File: src/rtl/jk_arb_pkg.sv
// Shared types, JK command encodings and the round-robin pick function for
// the jk_bank_arbiter slice.
package jk_arb_pkg;

    typedef enum logic {
        ST_ARB   = 1'b0,
        ST_APPLY = 1'b1
    } state_t;

    // Per-bit command encoding, {J, K}
    localparam logic [1:0] JK_HOLD = 2'b00;
    localparam logic [1:0] JK_SET  = 2'b10;
    localparam logic [1:0] JK_CLR  = 2'b01;
    localparam logic [1:0] JK_TOG  = 2'b11;

    // Upper bound on requesters the pick function can scan
    localparam int RR_MAX_REQ = 32;

    // First set bit of valid at or after ptr, wrapping modulo n_req.
    // Returns 0 when nothing is valid; callers qualify with |valid.
    function automatic logic [4:0] rr_pick(
        input logic [RR_MAX_REQ-1:0] valid,
        input logic [4:0]            ptr,
        input logic [5:0]            n_req
    );
        logic [4:0] pick;
        logic       found;
        logic [5:0] idx;
        pick  = '0;
        found = 1'b0;
        for (int i = 0; i < RR_MAX_REQ; i++) begin
            // ptr < n_req and i < n_req, so one subtraction is enough to wrap
            idx = {1'b0, ptr} + 6'(i);
            if (idx >= n_req) begin
                idx = idx - n_req;
            end
            if (!found && (6'(i) < n_req) && valid[idx[4:0]]) begin
                pick  = idx[4:0];
                found = 1'b1;
            end
        end
        return pick;
    endfunction

endpackage

File: src/rtl/jk_reg_bank.sv
// Bank of WIDTH JK flip-flops sharing one enable. Asynchronous active-high
// reset clears every bit.
module jk_reg_bank
    import jk_arb_pkg::*;
#(
    parameter int WIDTH = 8
) (
    input  logic             clk,
    input  logic             Reset,
    input  logic             i_en,
    input  logic [WIDTH-1:0] i_j,
    input  logic [WIDTH-1:0] i_k,
    output logic [WIDTH-1:0] o_q
);

    genvar gi;
    generate
        for (gi = 0; gi < WIDTH; gi++) begin : g_bit
            logic r_q;

            // One JK flop: hold / set / clear / toggle when enabled
            always_ff @(posedge clk or posedge Reset) begin
                if (Reset) begin
                    r_q <= 1'b0;
                end else if (i_en) begin
                    case ({i_j[gi], i_k[gi]})
                        JK_HOLD: r_q <= r_q;
                        JK_SET:  r_q <= 1'b1;
                        JK_CLR:  r_q <= 1'b0;
                        JK_TOG:  r_q <= ~r_q;
                        default: r_q <= r_q;
                    endcase
                end
            end

            assign o_q[gi] = r_q;
        end
    endgenerate

endmodule

File: src/rtl/jk_bank_arbiter.sv
// Round-robin arbiter sharing one JK register bank between N_REQ requesters.
// A command is accepted in ARB and applied to the bank in the following
// APPLY cycle. Optional per-requester saturating grant counters are built
// when the macro JK_ARB_STATS_EN is defined.
module jk_bank_arbiter
    import jk_arb_pkg::*;
#(
    parameter int WIDTH = 8,
    parameter int N_REQ = 4,
    parameter int CNT_W = 16
) (
    input  logic                       clk,
    input  logic                       Reset,
    input  logic [N_REQ-1:0]           req_valid,
    output logic [N_REQ-1:0]           req_ready,
    input  logic [N_REQ*WIDTH-1:0]     req_j,
    input  logic [N_REQ*WIDTH-1:0]     req_k,
    output logic [WIDTH-1:0]           Q,
    output logic [WIDTH-1:0]           Qbar,
    output logic [$clog2(N_REQ)-1:0]   grant_id,
    output logic                       busy
`ifdef JK_ARB_STATS_EN
    ,
    output logic [N_REQ*CNT_W-1:0]     grant_cnt
`endif
);

    localparam int PTR_W = $clog2(N_REQ);

    state_t                  r_state;
    state_t                  w_state_next;
    logic [PTR_W-1:0]        r_rr_ptr;
    logic [PTR_W-1:0]        r_grant_id;
    logic [WIDTH-1:0]        r_cmd_j;
    logic [WIDTH-1:0]        r_cmd_k;
    logic [PTR_W-1:0]        w_winner;
    logic [PTR_W-1:0]        w_ptr_next;
    logic                    w_any_valid;
    logic                    w_hs;
    logic [RR_MAX_REQ-1:0]   w_valid_ext;
    logic [WIDTH-1:0]        w_j_arr [N_REQ];
    logic [WIDTH-1:0]        w_k_arr [N_REQ];

    // Unpack the per-requester J/K vectors so the winner can select them
    genvar gi;
    generate
        for (gi = 0; gi < N_REQ; gi++) begin : g_unpack
            assign w_j_arr[gi] = req_j[gi*WIDTH +: WIDTH];
            assign w_k_arr[gi] = req_k[gi*WIDTH +: WIDTH];
        end
    endgenerate

    assign w_valid_ext = RR_MAX_REQ'(req_valid);
    assign w_any_valid = |req_valid;
    assign w_winner    = PTR_W'(rr_pick(w_valid_ext, 5'(r_rr_ptr), 6'(N_REQ)));
    assign w_ptr_next  = (w_winner == PTR_W'(N_REQ - 1)) ? '0 : (w_winner + PTR_W'(1));

    // State register
    always_ff @(posedge clk or posedge Reset) begin
        if (Reset) begin
            r_state <= ST_ARB;
        end else begin
            r_state <= w_state_next;
        end
    end

    // Next state, grant and busy; ARB always accepts when anything is valid
    always_comb begin
        w_state_next = r_state;
        req_ready    = '0;
        busy         = 1'b0;
        w_hs         = 1'b0;
        case (r_state)
            ST_ARB: begin
                if (w_any_valid) begin
                    req_ready    = N_REQ'(1) << w_winner;
                    w_hs         = 1'b1;
                    w_state_next = ST_APPLY;
                end
            end
            ST_APPLY: begin
                busy         = 1'b1;
                w_state_next = ST_ARB;
            end
            default: w_state_next = ST_ARB;
        endcase
    end

    // Latch the winning command, remember who won, advance the pointer
    always_ff @(posedge clk or posedge Reset) begin
        if (Reset) begin
            r_rr_ptr   <= '0;
            r_grant_id <= '0;
            r_cmd_j    <= '0;
            r_cmd_k    <= '0;
        end else if (w_hs) begin
            r_rr_ptr   <= w_ptr_next;
            r_grant_id <= w_winner;
            r_cmd_j    <= w_j_arr[w_winner];
            r_cmd_k    <= w_k_arr[w_winner];
        end
    end

    assign grant_id = r_grant_id;

    jk_reg_bank #(
        .WIDTH (WIDTH)
    ) u_bank (
        .clk   (clk),
        .Reset (Reset),
        .i_en  (r_state == ST_APPLY),
        .i_j   (r_cmd_j),
        .i_k   (r_cmd_k),
        .o_q   (Q)
    );

    assign Qbar = ~Q;

`ifdef JK_ARB_STATS_EN
    generate
        for (gi = 0; gi < N_REQ; gi++) begin : g_stats
            logic [CNT_W-1:0] r_cnt;

            // Saturating count of accepted handshakes for requester gi
            always_ff @(posedge clk or posedge Reset) begin
                if (Reset) begin
                    r_cnt <= '0;
                end else if (w_hs && (w_winner == PTR_W'(gi)) && (r_cnt != '1)) begin
                    r_cnt <= r_cnt + CNT_W'(1);
                end
            end

            assign grant_cnt[gi*CNT_W +: CNT_W] = r_cnt;
        end
    endgenerate
`else
    // Counter width only matters when the statistics block is built
    localparam int unused_cnt_w = CNT_W;
`endif

endmodule

File: config.mk
export PLATFORM = sky130hd
export DESIGN_NAME = jk_bank_arbiter
export DESIGN_NICKNAME = d
export VERILOG_FILES = /design/src/rtl/jk_arb_pkg.sv /design/src/rtl/jk_reg_bank.sv /design/src/rtl/jk_bank_arbiter.sv
export SDC_FILE = /design/constraint.sdc
export NUM_CORES = 1
export LEC_CHECK = 0
export ABC_AREA = 1
export BUFFER_PORTS_ARGS = -buffer_cell sky130_fd_sc_hd__buf_4
export CELL_PAD_IN_SITES_DETAIL_PLACEMENT = 1
export CELL_PAD_IN_SITES_GLOBAL_PLACEMENT = 1
export CORE_MARGIN = 2
export CORE_UTILIZATION = 33
export CTS_CLUSTER_DIAMETER = 40
export DETAILED_ROUTE_END_ITERATION = 7
export PLACE_DENSITY = 0.83
export SLEW_MARGIN = 10
export SYNTH_ARGS = -nofsm -noshare
export SYNTH_HDL_FRONTEND = slang
export SYNTH_SLANG_ARGS = --single-unit
File: constraint.sdc
create_clock -name clk -period 2.9 [get_ports clk]
set_input_delay 0.58 -clock clk [delete_from_list [all_inputs] [get_ports clk]]
set_output_delay 0.58 -clock clk [all_outputs]
set_load 0.01 [all_outputs]
==> flow_summary.ini, run 1 <==
[status]
status = complete, no violations

[routing]
vias_per_cell = 4.81
drt-initial-drc-count = 92
wl_mm = 8.24
dr.pass1.iters = 4
vias = 2619
drcViolationCount = 0
ant_nets = 0
routedWlPerCell_um = 15.1

[setup_path]
r2r_slack_ns = 0.46
critical_path_class = reg -> out
critPathLaunchType = register
worstSetupEndpoint = req_ready[1]
r2r_end = r_cmd_j[5]$_DFFE_PP0P_
end_kind = output pin
worst-path-max-fanout = 9
r2r_start = r_rr_ptr[0]$_DFFE_PP0P_
cp_data_required_time_ns = 2.32
cp-startpoint = r_rr_ptr[0]$_DFFE_PP0P_
critPathArrivalTime_ns = 2.30
worstRegToRegCells = 18

[finish]
n_antenna_cell = 0
final_area_um2 = 3360
final_cell_mix = nand2_1, buf_4, nand3_1, inv_1, dfrtp_1
fillers = 903
drive_gt1_share_pct = 37.0
stdcell_count = 545
areaGrowthSynthToFinish_pct = 42.9
fin_nets = 523
final_common_cell = nand2_1

[sta]
hold_violations = 0
fmaxAchievable_ghz = 0.347
fin_skew_ns = 0.00841
final.min_clock_period_ns = 2.88
slew_viol_final = 0
hold_ws_ns = 0.355
setup_viol = 0
fin_crit_sh_pct = 99.3
worst-slew-pin-transition_ns = 0.424
setup_tns_ns = 0
maxSlewHeadroom_pct = 71.7
rsz0062_at_grt = yes

[floorplanning]
start_util_pct = 34.4
fp-row-count = 30
die_w_um = 88.4
die_h_um = 88.4
ioPinCount = 93
die-area_um2 = 7810
coreArea_um2 = 6830

[yosys]
syn_area_um2 = 2350
avgSynthCellArea_um2 = 6.75
synth_top_cell_by_area = dfrtp_1
synth_top_area_share_pct = 30.9
ys_ff_latch = 29
yosys_warnings = 0
synthFlopType = dfrtp_1
synth_async_sr_flop_share_pct = 100
synth_nets = 423
synth_area_leaders = dfrtp_1, nand2_1, nand3_1
synthCells = 348
yosysSeqAreaShare_pct = 30.9
synth_edf_count = 0
ys_types = 28

[clock_tree]
insertion_delay_ns = 0.29
cts_max_level = 2
clk_path_buf_depth = 2
numCtsBuffers = 5
cts.sinks = 29
clock_tree.root_cell = clkbuf_8
cts_tree = done
hold_buffers = 0
clk_pin_slew_worst_paths_ns = 0.07

[placement]
dpl.hpwl_mm = 5.76
placed_cells = 520
dpl_cell_area_um2 = 3050
gp_congestion = 0.791
numPortBuffers = 92

[global_route]
track_usage_pct = 19.8
gr-total-overflow = 0
antenna_found_initial = 0
grt_pass1_wl_mm = 12.0
grt_max_degree = 33
grt_pass1_vias = 2544

[pwr]
max-vdd-ir-drop_mv = 0.480
pwr_density_cell_nw_per_um2 = 1520
leakagePower_nw = 1.90

[min_path]
min_path_type = in -> async

[job]
cap_violations = 0
-- layer usage --
metal  vias to the layer above  share of wire [%]  track usage (%)
met5                         -                  0                0
met4                         0                1.5             5.79
met3                        12                5.7             4.29
met2                        89                 48             32.5
met1                      1241                 44             26.4
li1                       1277                  -                -
-- per-stage QoR --
step	setup slack [ns]	util, %	power (mW)
after detailed placement	0.0121	44.7	4.02
after CTS	0.00771	46.6	4.51
after global routing	-0.0965	49.1	5.59
after floorplan	0.134	-	3.29
final	0.0205	49.1	5.12
after global placement	0.189	44.7	3.90
-- worst min path at each step --
stage / from / end / slack [ns] / cells past startpoint
4_1_cts: Reset / u_bank.g_bit[1].r_q$_DFFE_PP0P_ / 0.37 / 3
3_5_place_dp: r_cmd_k[2]$_DFFE_PP0P_ / u_bank.g_bit[2].r_q$_DFFE_PP0P_ / 0.44 / 1
3_3_place_gp: r_cmd_k[4]$_DFFE_PP0P_ / u_bank.g_bit[4].r_q$_DFFE_PP0P_ / 0.44 / 1
6_report: Reset / u_bank.g_bit[1].r_q$_DFFE_PP0P_ / 0.36 / 3
5_1_grt: Reset / u_bank.g_bit[3].r_q$_DFFE_PP0P_ / 0.39 / 3
2_1_floorplan: r_cmd_k[0]$_DFFE_PP0P_ / u_bank.g_bit[0].r_q$_DFFE_PP0P_ / 0.43 / 1
-- Yosys cell counts, types with 2 or more instances --
| library cell | instances |
|---|---|
| dfrtp_1 | 29 |
| inv_1 | 34 |
| buf_6 | 3 |
| nand2_1 | 140 |
| o21ai_0 | 2 |
| inv_2 | 4 |
| clkbuf_1 | 5 |
| nand3_2 | 5 |
| a31oi_1 | 8 |
| nand2_2 | 14 |
| nand3_1 | 38 |
| buf_4 | 9 |
| buf_8 | 2 |
| nor2_1 | 7 |
| ha_1 | 5 |
| buf_2 | 7 |
| a21oi_1 | 8 |
| nand3b_1 | 16 |
| nand2_4 | 2 |
| nand3_4 | 2 |
-- area by class of cell --
cell class	count	area, µm²	area share (%)
Sequential cell	29	726	21.6
Inverter	39	156	4.66
Multi-Input combinational cell	254	1360	40.6
Clock buffer	6	72.6	2.16
Timing Repair Buffer	119	908	27.1
Clock inverter	2	10.0	0.298
Tap cell	96	120	3.58
-- timing repair --
action / 4_1_cts / 5_1_grt
endpoints found under the setup margin: 4 / 4
setup buffers: 4 / 13
pin swaps: 0 / 8
endpoints found under the hold margin: 0 / 0
gates resized for setup: 6 / 16
-- worst max-delay path, cell delays in order, from the launching register on --
cell and delay (ns):
dfrtp_1 0.44, inv_4 0.10, buf_4 0.18, nand2_2 0.08, nand3_2 0.08, nand2_1 0.08, inv_2 0.14, nand2_4 0.08
nor2_8 0.12, nand3_4 0.11, nand2_8 0.12, buf_8 0.14, nand2_1 0.06, nor2_1 0.11, buf_4 0.15
-- flip-flops by register name, summed over array words and instances (netlist names) --
register and cells:
grant_id 2, u_bank.g_bit.r_q 8, r_cmd_k 8, r_cmd_j 8, r_state 1, r_rr_ptr 2
-- cells by family (layout without fill, tap and decap cells) --
kind of cell | after synthesis | in the layout | share of synthesized area (%)
buf+inv | 65 | 166 | 14.2
flops | 29 | 29 | 30.9
fa+ha+maj | 5 | 5 | 2.66
compound gates | 18 | 18 | 4.26
simple gates | 231 | 231 | 48.0
-- power breakdown --
part | switching, mW | internal [mW]
Sequential | 0.149 | 0.616
Clock | 0.161 | 0.166
Combinational | 2.40 | 1.63
No activity file was read; power rests on OpenSTA's default activity.
==> run 2, diff against run 1 <==
--- a/config.mk
+++ b/config.mk
@@ -9,10 +9,12 @@
 export BUFFER_PORTS_ARGS = -buffer_cell sky130_fd_sc_hd__buf_4
 export CELL_PAD_IN_SITES_DETAIL_PLACEMENT = 1
 export CELL_PAD_IN_SITES_GLOBAL_PLACEMENT = 1
-export CORE_MARGIN = 2
+export CORE_ASPECT_RATIO = 1.1
+export CORE_MARGIN = 4
 export CORE_UTILIZATION = 33
 export CTS_CLUSTER_DIAMETER = 40
 export DETAILED_ROUTE_END_ITERATION = 7
+export HOLD_SLACK_MARGIN = 0.02
 export PLACE_DENSITY = 0.83
 export SLEW_MARGIN = 10
 export SYNTH_ARGS = -nofsm -noshare
==> flow_summary.ini, run 2 (same netlist as run 1, synthesis figures left out) <==
[status]
status = complete, no violations

[sta]
slew_viol_final = 0
worst-slew-pin-transition_ns = 1.01
hold_violations = 0
fin_crit_sh_pct = 96.8
hold_ws_ns = 0.409
fin_skew_ns = 0.00640
maxSlewHeadroom_pct = 32.0
setup_tns_ns = 0
final.min_clock_period_ns = 2.81
setup_viol = 0
rsz0062_at_grt = yes
fmaxAchievable_ghz = 0.356
fin_ws_ns = 0.0925

[finish]
fin_nets = 515
drive_gt1_share_pct = 35.1
final_cell_mix = nand2_1, buf_4, nand3_1, inv_1, dfrtp_1
areaGrowthSynthToFinish_pct = 37.5
n_antenna_cell = 0
final_common_cell = nand2_1
reg_top3 = r_cmd_j: 8 flops, r_cmd_k: 8 flops, u_bank.g_bit.r_q: 8 flops
fillers = 931

[pwr]
max-vdd-ir-drop_mv = 0.598
pwr_density_cell_nw_per_um2 = 1440
leakagePower_nw = 1.86

[global_route]
track_usage_pct = 17.3
grt_pass1_vias = 2421
gr-total-overflow = 0
antenna_found_initial = 0
grt_max_degree = 33
grt_pass1_wl_mm = 11.6

[routing]
drcViolationCount = 0
routedWlPerCell_um = 14.2
drt-initial-drc-count = 69
vias_per_cell = 4.77
vias = 2511
dr.pass1.iters = 4
ant_nets = 0
wl_mm = 7.45

[placement]
dp_slack_ns = 0.215
dpl.hpwl_mm = 5.72
gp_congestion = 0.865
numPortBuffers = 92

[floorplanning]
die_w_um = 88.5
ioPinCount = 93
fp-row-count = 32
start_util_pct = 33.7
coreArea_um2 = 6970
die_h_um = 96.5
die-area_um2 = 8540

[setup_path]
cp_data_required_time_ns = 2.32
end_kind = output pin
critical_path_class = reg -> out
worst-path-max-fanout = 5
critPathArrivalTime_ns = 2.23
critPathLaunchType = register

[clock_tree]
clk_pin_slew_worst_paths_ns = 0.07
cts_tree = done
insertion_delay_ns = 0.29
numCtsBuffers = 5
clock_tree.root_cell = clkbuf_8
cts.sinks = 29
cts_max_level = 2
hold_buffers = 0
clk_path_buf_depth = 2

[min_path]
min_path_type = in -> async

[job]
cap_violations = 0
## run 2: repair_timing
item	CTS	global route
setup buffers	2	6
gates resized for setup	2	4
setup endpoints to repair	3	2
pin swaps	0	2
## run 2: worst paths after layout
kind | start | to | slack [ns] | depth (start not counted)
worst max-delay path | r_rr_ptr[0]$_DFFE_PP0P_ | req_ready[3] | 0.09 | 13
worst min-delay path | Reset | u_bank.g_bit[7].r_q$_DFFE_PP0P_ | 0.41 | 2
worst max register to register | r_rr_ptr[0]$_DFFE_PP0P_ | r_cmd_j[2]$_DFFE_PP0P_ | 0.54 | 17
worst min register to register | r_cmd_k[4]$_DFFE_PP0P_ | u_bank.g_bit[4].r_q$_DFFE_PP0P_ | 0.46 | 1
max in group asynchronous | Reset | r_cmd_k[0]$_DFFE_PP0P_ | 2.02 | 2
min in group clk | r_cmd_k[4]$_DFFE_PP0P_ | u_bank.g_bit[4].r_q$_DFFE_PP0P_ | 0.46 | 1
## run 2: layout make-up
type,count,area [µm²],area share [%]
Clock buffer,7,96.3,2.98
Clock inverter,1,5.00,0.155
Inverter,39,151,4.69
Multi-Input combinational cell,254,1310,40.6
Sequential cell,29,726,22.5
Tap cell,85,106,3.29
Timing Repair Buffer,111,833,25.8
## run 2: critical path, stage by stage, from the launching register on
cell and delay [ns]:
dfrtp_1 0.41, clkinv_4 0.09, ha_4 0.29, inv_2 0.05, nand3_2 0.08, nand2_1 0.06, nor2_2 0.14, nand3_1 0.14
nand3_4 0.13, nand2_4 0.08, ha_1 0.19, inv_1 0.08, nor2_2 0.04, buf_4 0.15
## run 2: metal layers
metal,global-route usage [%],routed length (µm)
met1,23.4,3300
met2,27.7,3620
met3,2.71,399
met4,6.42,122
met5,0,0
## run 2: report_power, final
group	internal, mW	leakage [nW]	switching (mW)
registers	0.616	0.348	0.144
clock network	0.214	0.0542	0.158
logic	1.37	1.46	2.15
## run 2: stage by stage
step / total power [mW] / instance area [µm²] / util (%) / std cells
2_1_floorplan: 3.29 / 2350 / - / 348
3_3_place_gp: 3.97 / 3040 / 43.7 / 510
3_5_place_dp: 4.07 / 3040 / 43.7 / 510
4_1_cts: 4.56 / 3170 / 45.5 / 520
5_1_grt: 5.12 / 3230 / 46.4 / 526
6_report: 4.65 / 3230 / 46.4 / 526
